## config.mk

```make
export PLATFORM = sky130hd
export DESIGN_NAME = relu_maxpool_layer
export DESIGN_NICKNAME = d
export VERILOG_FILES = /design/src/rtl/cnn_pkg.sv /design/src/rtl/pool_idx_ctrl.sv /design/src/rtl/relu_maxpool_layer.sv
export SDC_FILE = /design/constraint.sdc
export NUM_CORES = 1
export LEC_CHECK = 0
export BUFFER_PORTS_ARGS = -buffer_cell sky130_fd_sc_hd__buf_2
export CORE_MARGIN = 2
export CORE_UTILIZATION = 50
export DETAILED_ROUTE_END_ITERATION = 10
export PLACE_DENSITY_LB_ADDON = 0.12
export SLEW_MARGIN = 20
export SYNTH_ARGS = -nofsm -noshare
export SYNTH_HDL_FRONTEND = slang
export SYNTH_SLANG_ARGS = --single-unit
```

## constraint.sdc

```tcl
create_clock -name clk_i -period 2.5 [get_ports clk_i]
set_input_delay 0.125 -clock clk_i [delete_from_list [all_inputs] [get_ports clk_i]]
set_output_delay 0.125 -clock clk_i [all_outputs]
set_load 0.005 [all_outputs]
```

## src/rtl/cnn_pkg.sv

```systemverilog
// Shared word type, range constants and helpers for the CNN datapath layers.
// The layers parameterise their own word width; word_t covers the default 16-bit build.
package cnn_pkg;

  localparam int WORD_SIZE = 16;

  typedef logic signed [WORD_SIZE-1:0] word_t;

  localparam word_t WORD_MIN = {1'b1, {(WORD_SIZE-1){1'b0}}};
  localparam word_t WORD_MAX = {1'b0, {(WORD_SIZE-1){1'b1}}};

  // Index width for a counter over n positions, never narrower than one bit.
  function automatic int idx_w(input int n);
    return (n > 32'sd1) ? $clog2(n) : 32'sd1;
  endfunction

  function automatic word_t relu(input word_t x, input logic en);
    word_t y;
    if (en && x[WORD_SIZE-1]) begin
      y = {WORD_SIZE{1'b0}};
    end else begin
      y = x;
    end
    return y;
  endfunction

endpackage

```

## src/rtl/pool_idx_ctrl.sv

```systemverilog
// Channel/frame position tracker for the pooling stream: channel wraps every
// INPUT_SIZE accepts, frame advances on each channel wrap and wraps after POOL_SIZE.
module pool_idx_ctrl
  import cnn_pkg::idx_w;
#(
  parameter int INPUT_SIZE = 1,
  parameter int POOL_SIZE  = 2,
  localparam int CH_W      = idx_w(INPUT_SIZE),
  localparam int FR_W      = idx_w(POOL_SIZE)
) (
  input  logic            clk_i,
  input  logic            reset_i,
  input  logic            en_i,
  output logic [CH_W-1:0] ch_o,
  output logic            first_o,
  output logic            last_o
);

  logic [CH_W-1:0] ch_r;
  logic [FR_W-1:0] fr_r;
  logic            ch_wrap_s;
  logic            fr_wrap_s;

  assign ch_wrap_s = (ch_r == CH_W'(INPUT_SIZE - 1));
  assign fr_wrap_s = (fr_r == FR_W'(POOL_SIZE - 1));

  // Advance channel, then frame on channel wrap.
  always_ff @(posedge clk_i or posedge reset_i) begin
    if (reset_i) begin
      ch_r <= {CH_W{1'b0}};
      fr_r <= {FR_W{1'b0}};
    end else if (en_i) begin
      if (ch_wrap_s) begin
        ch_r <= {CH_W{1'b0}};
        fr_r <= fr_wrap_s ? {FR_W{1'b0}} : fr_r + 1'b1;
      end else begin
        ch_r <= ch_r + 1'b1;
      end
    end
  end

  assign ch_o    = ch_r;
  assign first_o = (fr_r == {FR_W{1'b0}});
  assign last_o  = fr_wrap_s;

endmodule

```

## src/rtl/relu_maxpool_layer.sv

```systemverilog
// ReLU followed by per-channel max-pooling over POOL_SIZE consecutive frames of a
// serial channel stream, with a registered valid/ready output word.
module relu_maxpool_layer
  import cnn_pkg::idx_w;
#(
  parameter int INPUT_SIZE = 1,
  parameter int POOL_SIZE  = 2,
  parameter int WORD_SIZE  = 16,
  parameter int RELU_EN    = 1
) (
  input  logic                        clk_i,
  input  logic                        reset_i,
  output logic                        ready_o,
  input  logic                        valid_i,
  input  logic signed [WORD_SIZE-1:0] data_r_i,
  output logic                        valid_o,
  input  logic                        ready_i,
  output logic signed [WORD_SIZE-1:0] data_r_o
);

  localparam int CH_W = idx_w(INPUT_SIZE);

  logic                        acc_s;
  logic                        snd_s;
  logic [CH_W-1:0]             ch_s;
  logic                        first_s;
  logic                        last_s;
  logic signed [WORD_SIZE-1:0] v_s;
  logic signed [WORD_SIZE-1:0] rd_s;
  logic signed [WORD_SIZE-1:0] m_s;
  logic signed [WORD_SIZE-1:0] buf_r [INPUT_SIZE];

  // Only a last-frame word can stall: it needs the output register free or draining.
  assign ready_o = ~(last_s & valid_o & ~ready_i);
  assign acc_s   = valid_i & ready_o;
  assign snd_s   = valid_o & ready_i;

  pool_idx_ctrl #(
    .INPUT_SIZE (INPUT_SIZE),
    .POOL_SIZE  (POOL_SIZE)
  ) u_idx (
    .clk_i   (clk_i),
    .reset_i (reset_i),
    .en_i    (acc_s),
    .ch_o    (ch_s),
    .first_o (first_s),
    .last_o  (last_s)
  );

  // Read the running maximum of the current channel.
  always_comb begin
    rd_s = buf_r[0];
    for (int i = 1; i < INPUT_SIZE; i++) begin
      rd_s = (ch_s == CH_W'(i)) ? buf_r[i] : rd_s;
    end
  end

  // ReLU then signed max against the stored value; frame 0 starts a fresh pool.
  always_comb begin
    if ((RELU_EN != 0) && data_r_i[WORD_SIZE-1]) begin
      v_s = {WORD_SIZE{1'b0}};
    end else begin
      v_s = data_r_i;
    end
    if (first_s) begin
      m_s = v_s;
    end else if (v_s > rd_s) begin
      m_s = v_s;
    end else begin
      m_s = rd_s;
    end
  end

  // Running-max buffer; no reset needed since frame 0 always overwrites it.
  always_ff @(posedge clk_i) begin
    for (int i = 0; i < INPUT_SIZE; i++) begin
      if (acc_s && !last_s && (ch_s == CH_W'(i))) begin
        buf_r[i] <= m_s;
      end
    end
  end

  // Output register: load on last-frame accept, clear valid on a plain send.
  always_ff @(posedge clk_i or posedge reset_i) begin
    if (reset_i) begin
      valid_o  <= 1'b0;
      data_r_o <= {WORD_SIZE{1'b0}};
    end else if (acc_s && last_s) begin
      valid_o  <= 1'b1;
      data_r_o <= m_s;
    end else if (snd_s) begin
      valid_o  <= 1'b0;
    end
  end

endmodule

```

# After elaboration in Yosys (flattened, before gate mapping)
# Memory sizes are Yosys's and may differ from the RTL's.
# Index checks and enable logic that the tools add are counted.
# op_classes
add_sub_neg,2
order_cmp,1
muxes,9
n_bitwise,7
reduce_logical,6
# ops
op,n
$mux W16,2
$gt A16 B16 Y1,1
$mux W15,1
$mux W1,6
$and A1 B1 Y1,4
$logic_and A1 B1 Y1,3
$not A1 Y1,3
$add A1 B1 Y1 const B,2
$reduce_and A2 Y1,1
$reduce_bool A2 Y1,1
$logic_not A1 Y1,1
# totals
ff_bits,19
ram_bits,16
mem_count,1
# mem_list
name,depth,word_bits,rd,rd_clocked_by_memory_dff,wr,line_no,source
buf_r,1,16,1,0,1,relu_maxpool_layer.sv:31,logic signed [WORD_SIZE-1:0] buf_r [INPUT_SIZE];

# Depth between registers and ports, before layout
# depth
word_depth,8
mapped_depth,9
mapped_depth_nobuf,7

# Hierarchy
# From an unflattened synthesis, not the netlist that was laid out.
# unflattened
hier_cells,228
area_unflattened_um2,2173.3
# modules_own_cells
mod,instances,cells_per_inst,area_per_inst_um2,seq_area_each_um2
relu_maxpool_layer,1,222,2120.8,905.9
pool_idx_ctrl,1,6,52.6,25.0

# Worst setup path after synthesis
# Ideal clock, no wire load.
# synth_path
path_type,input to register
start,input data_r_i[15]
end,memory buf_r[0][14] (data pin)
setup_ps,258
arrival_time_ps,2088
t_required_ps,2242
path_slack_ps,154
cell_stages,9
n_path_buf,2
cell_sequence,clkbuf_1 -> nor2b_1 -> ha_1 -> nand4_2 -> or3_4 -> o32a_2 -> buf_12 -> o31ai_4 -> nand2_1
# synth_via
elab_chain_cells,4
# synth_rtl
element,line_no,source
start: declaration,relu_maxpool_layer.sv:15,"input logic signed [WORD_SIZE-1:0] data_r_i,"
$mux W15 (*),relu_maxpool_layer.sv:60,if ((RELU_EN != 0) && data_r_i[WORD_SIZE-1]) begin
$gt A16 B16 Y1,relu_maxpool_layer.sv:67,end else if (v_s > rd_s) begin
$mux W16,relu_maxpool_layer.sv:67,
$mux W16 (*),relu_maxpool_layer.sv:65,if (first_s) begin
named net m_s[14],relu_maxpool_layer.sv:30,logic signed [WORD_SIZE-1:0] m_s;
end: declaration,relu_maxpool_layer.sv:31,
# Mark *: on every way through the listed nets, which the timed path passes. The rest lies on a longest branch.

# Worst setup path after layout
# layout_path
start,memory buf_r[0][7]
end,memory buf_r[0][9] (data pin)
# layout_via
elab_chain_cells,4
# layout_rtl
element,line_no
$mem_v2 Z1 W16,n/a
$gt A16 B16 Y1,relu_maxpool_layer.sv:67
$mux W16,relu_maxpool_layer.sv:67
$mux W16,relu_maxpool_layer.sv:65
named net m_s[9],relu_maxpool_layer.sv:30
# The timed path passes the listed nets, and every way through them passes these cells.

==> qor.txt <==
STATUS
-------------------------------------------------------------------------------
Result of the run                                                  complete, no violations

CTS
-------------------------------------------------------------------------------
CTS Root Buffer Type                                               sky130_fd_sc_hd__clkbuf_8
H-tree depth                                                                  2
Post-CTS Repair Setup Buffers                                                 0
Clock tree from TritonCTS                                                   yes
Count of instances resized after the clock tree is built                      0
Clk Latency, worst-skew pair                                            0.28 ns
Reg clk slew, reported paths                                            0.07 ns
Largest buffer count on any clock path                                        2
Number of clock buffers inserted by TritonCTS                                 5
Total clock sinks                                                            34

PLACED DESIGN
-------------------------------------------------------------------------------
Port buffer count                                                            37
Post-Place Cell Area                                                   2555 um2
Worst-case setup slack after placement                              -0.04413 ns
Global placement routability congestion                                  0.8007
Half-perimeter wire length of the detailed placement result             3372 um

LAYOUT
-------------------------------------------------------------------------------
Final non-filler cell area                                             2665 um2
Area growth from synthesis to final layout                               21.30%
Most common cell after layout, fill and taps aside                 sky130_fd_sc_hd__buf_2
Fillers                                                                     371
Final-stage net count                                                       297
Total inserted antenna cells                                                  0
Most used cells in the layout excluding fill and tap cells         sky130_fd_sc_hd__buf_2 (37), sky130_fd_sc_hd__nand2_1 (22), sky130_fd_sc_hd__buf_4 (22), sky130_fd_sc_hd__nor2_1 (18), sky130_fd_sc_hd__dfrtp_1 (18)
Ratio of cells with drive above 1 in the final layout                    33.84%

LOGIC SYNTHESIS
-------------------------------------------------------------------------------
Number of library cell types mapped by synthesis                             35
Yosys synthesis warning count                                                 0
Flop and latch count out of synthesis                                        34
Post-synthesis cell type with the largest combined area            sky130_fd_sc_hd__edfxtp_1
Proportion of netlist area held by the largest area contributor          21.87%
Post-synth net total                                                        239
Post-Synthesis Mean Instance Area                                     10.77 um2
Cell types occupying the most area after synthesis                 sky130_fd_sc_hd__edfxtp_1 (22%), sky130_fd_sc_hd__dfrtp_1 (21%), sky130_fd_sc_hd__o31ai_4 (9.7%)
Sequential area share after synthesis                                    42.37%
Cells after synthesis                                                       204
Synth Cell Area                                                        2197 um2

ROUTE
-------------------------------------------------------------------------------
Drt drc                                                                       0
Number of DRC markers after the initial detailed-route iteration             79
Final Routed Wirelength                                                 4588 um
TritonRoute pass-1 iters                                                      4
Post-detailed-route via-to-cell ratio                                     5.378
Routed length per placed instance                                      14.57 um
Via count                                                                 1,694
Number of antenna-violating nets in the routed design                         0

CRITICAL PATH
-------------------------------------------------------------------------------
R2R Path Start                                                      buf_r[0][7]
CP startpoint kind                                                    flip-flop
Worst Path Max Fanout                                                         7
End of the worst register-to-register path                          buf_r[0][9]
Type of destination of the critical path                              flip-flop
R2R cell count                                                                8
Crit path required time                                                 2.54 ns
Kind of critical path                                                reg -> reg
Setup slack on the worst flop-to-flop path                              0.18 ns
CP arrival                                                              2.36 ns

PWR
-------------------------------------------------------------------------------
Share of total power in the clock network                                 25.4%
Power density cells                                                660.2 nW/um2
Maximum resistive drop on vdd                                         0.3398 mV
Part of the total power dissipated in sequential elements                 44.1%
Cell leakage power                                                     1.218 nW
Sw Ratio                                                                 31.55%
Reported net switching power                                          0.5551 mW
Total power                                                            1.760 mW
Combinational power share                                                 30.5%
Cell internal power dissipation                                        1.204 mW

HOLD PATH
-------------------------------------------------------------------------------
Worst Min Path Start                                                    valid_i
Type of the tightest min-delay check                                  in -> reg
Hold path cells                                                               3
Terminating pin of the worst hold path                             u_idx.last_o

GRT
-------------------------------------------------------------------------------
Overall global routing resource usage                                    20.52%
Via count of the first global-routing pass                                1,690
Largest net degree at the start of global routing                            32
First-pass GRT wire length                                              7990 um
Antenna violations before repair                                              0
Remaining Overflow, GRT                                                       0

DIE
-------------------------------------------------------------------------------
Core region area                                                       4294 um2
Effective utilization at floorplan                                       51.17%
FP Rows                                                                      24
Die Span X                                                             70.29 um
Number of placed I/O pins                                                    38
Vertical extent of the die                                             70.29 um
Area of the die                                                        4941 um2

STA
-------------------------------------------------------------------------------
Worst clock skew on the final layout                                0.007209 ns
Worst-margin pin slew                                                 0.7471 ns
Setup repair after global routing missed its margin                          no
Slew Viols, Final                                                             0
Post-layout worst setup margin                                        0.1829 ns
Fmax                                                                 0.4316 GHz
Finish-stage setup viols                                                      0
Worst hold margin                                                    0.09105 ns
Final critical delay including setup and external delays               2.317 ns
Share of the clock period used by the worst path after layout            92.68%
Final number of hold-violating endpoints                                      0
Slew headroom                                                            50.14%

RUN
-------------------------------------------------------------------------------
Max cap viols                                                                 0

## flip-flops by register name, summed over array words and instances, names as in the netlist
| signal | count |
|---|---|
| buf_r | 16 |
| data_r_o | 16 |
| u_idx.last_o | 1 |
| valid_o | 1 |
## worst max-delay path, cell delays in order (launching register included)
cell and delay, ns:
sky130_fd_sc_hd__edfxtp_1 0.35, sky130_fd_sc_hd__inv_1 0.05, sky130_fd_sc_hd__ha_1 0.32, sky130_fd_sc_hd__nand4_2 0.12
sky130_fd_sc_hd__or3_4 0.44, sky130_fd_sc_hd__o32a_2 0.29, sky130_fd_sc_hd__buf_12 0.19, sky130_fd_sc_hd__o31ai_4 0.24
sky130_fd_sc_hd__nand2_1 0.08
## per-layer routing
metal | wire [um] | track usage (%) | share of wire [%] | up-vias
met5 | 0 | 0 | 0 | -
li1 | - | - | - | 861
met1 | 2240 | 27.86 | 49 | 768
met3 | 249 | 4.473 | 5.4 | 8
met4 | 55 | 7.265 | 1.2 | 0
met2 | 2043 | 32.29 | 45 | 57
## worst max path at each step
stage,startpoint,endpoint,slack [ns],depth (start not counted)
global placement,data_r_i[15],buf_r[0][14],0.008,9
floorplan,data_r_i[15],buf_r[0][14],0.15,9
global route,buf_r[0][6],buf_r[0][13],0.02,8
detailed placement,data_r_i[15],buf_r[0][9],-0.04,9
finish,buf_r[0][7],buf_r[0][9],0.18,8
CTS,buf_r[0][7],buf_r[0][9],0.17,8
## power by group through the flow
stage,Clock [mW],Sequential (mW),Combinational (mW)
after global placement,0,0.785,0.535
after CTS,0.459,0.777,0.542
final,0.446,0.777,0.536
after floorplan,0,0.791,0.343
after global routing,0.483,0.791,0.606
after detailed placement,0,0.790,0.536
## kinds of logic (layout without fill, tap and decap cells)
kind of cell             count (synthesis)  in the layout  share of synthesized area (%)
other                                    1              1                         0.1707
AO/OA/AOI/OAI                           43             43                          20.84
adder cells (fa/ha/maj)                 15             15                          8.542
AND/OR/NAND/NOR                         83             83                          20.61
flip-flops                              34             34                          42.37
buffers and inverters                   28             87                          7.460
## synth_stat cells
cell / instances
sky130_fd_sc_hd__nand4_2: 1
sky130_fd_sc_hd__or3_4: 2
sky130_fd_sc_hd__o211a_1: 1
sky130_fd_sc_hd__o221ai_1: 1
sky130_fd_sc_hd__clkbuf_1: 3
sky130_fd_sc_hd__nor3_1: 2
sky130_fd_sc_hd__o31ai_1: 4
sky130_fd_sc_hd__edfxtp_1: 16
sky130_fd_sc_hd__o211ai_2: 1
sky130_fd_sc_hd__buf_2: 1
sky130_fd_sc_hd__o32a_2: 1
sky130_fd_sc_hd__nor2_1: 18
sky130_fd_sc_hd__buf_6: 1
sky130_fd_sc_hd__buf_12: 1
sky130_fd_sc_hd__nand4_1: 15
sky130_fd_sc_hd__ha_1: 15
sky130_fd_sc_hd__a21oi_1: 6
sky130_fd_sc_hd__dlygate4sd1_1: 2
sky130_fd_sc_hd__clkbuf_8: 2
sky130_fd_sc_hd__o21ai_0: 1
sky130_fd_sc_hd__conb_1: 1
sky130_fd_sc_hd__nand2_1: 22
sky130_fd_sc_hd__buf_4: 1
sky130_fd_sc_hd__dfrtp_1: 18
sky130_fd_sc_hd__a211oi_1: 1
sky130_fd_sc_hd__and2b_2: 1
sky130_fd_sc_hd__nand4b_4: 1
sky130_fd_sc_hd__nand2b_1: 3
sky130_fd_sc_hd__o32ai_4: 1
sky130_fd_sc_hd__nor2b_1: 17
sky130_fd_sc_hd__a31o_2: 1
sky130_fd_sc_hd__or2_2: 1
sky130_fd_sc_hd__o31ai_4: 10
sky130_fd_sc_hd__a31oi_1: 15
sky130_fd_sc_hd__inv_1: 17
## final cells by class
cell class                      instances  area, um2  area share, %
Inverter                               17      63.81          2.394
Multi-Input combinational cell        142       1105          41.46
Tap cell                               52      65.06          2.441
Clock inverter                          1      3.754         0.1408
Sequential cell                        34      930.9          34.93
Timing Repair Buffer                   62      400.4          15.02
Clock buffer                            7      96.34          3.615
## through the flow
step / std cells / utilization (%) / setup TNS, ns
after floorplan: 204 / - / 0
after global placement: 306 / 59.50 / 0
after detailed placement: 306 / 59.50 / -0.2532
after CTS: 315 / 62.06 / 0
after global routing: 315 / 62.06 / 0
final: 315 / 62.06 / 0
## repair_timing
item | CTS | global route
hold endpoints to repair | 18 | 0
hold buffers | 1 | 0
endpoints found under the setup margin | 0 | 0
(Power assumes the default switching activity.)
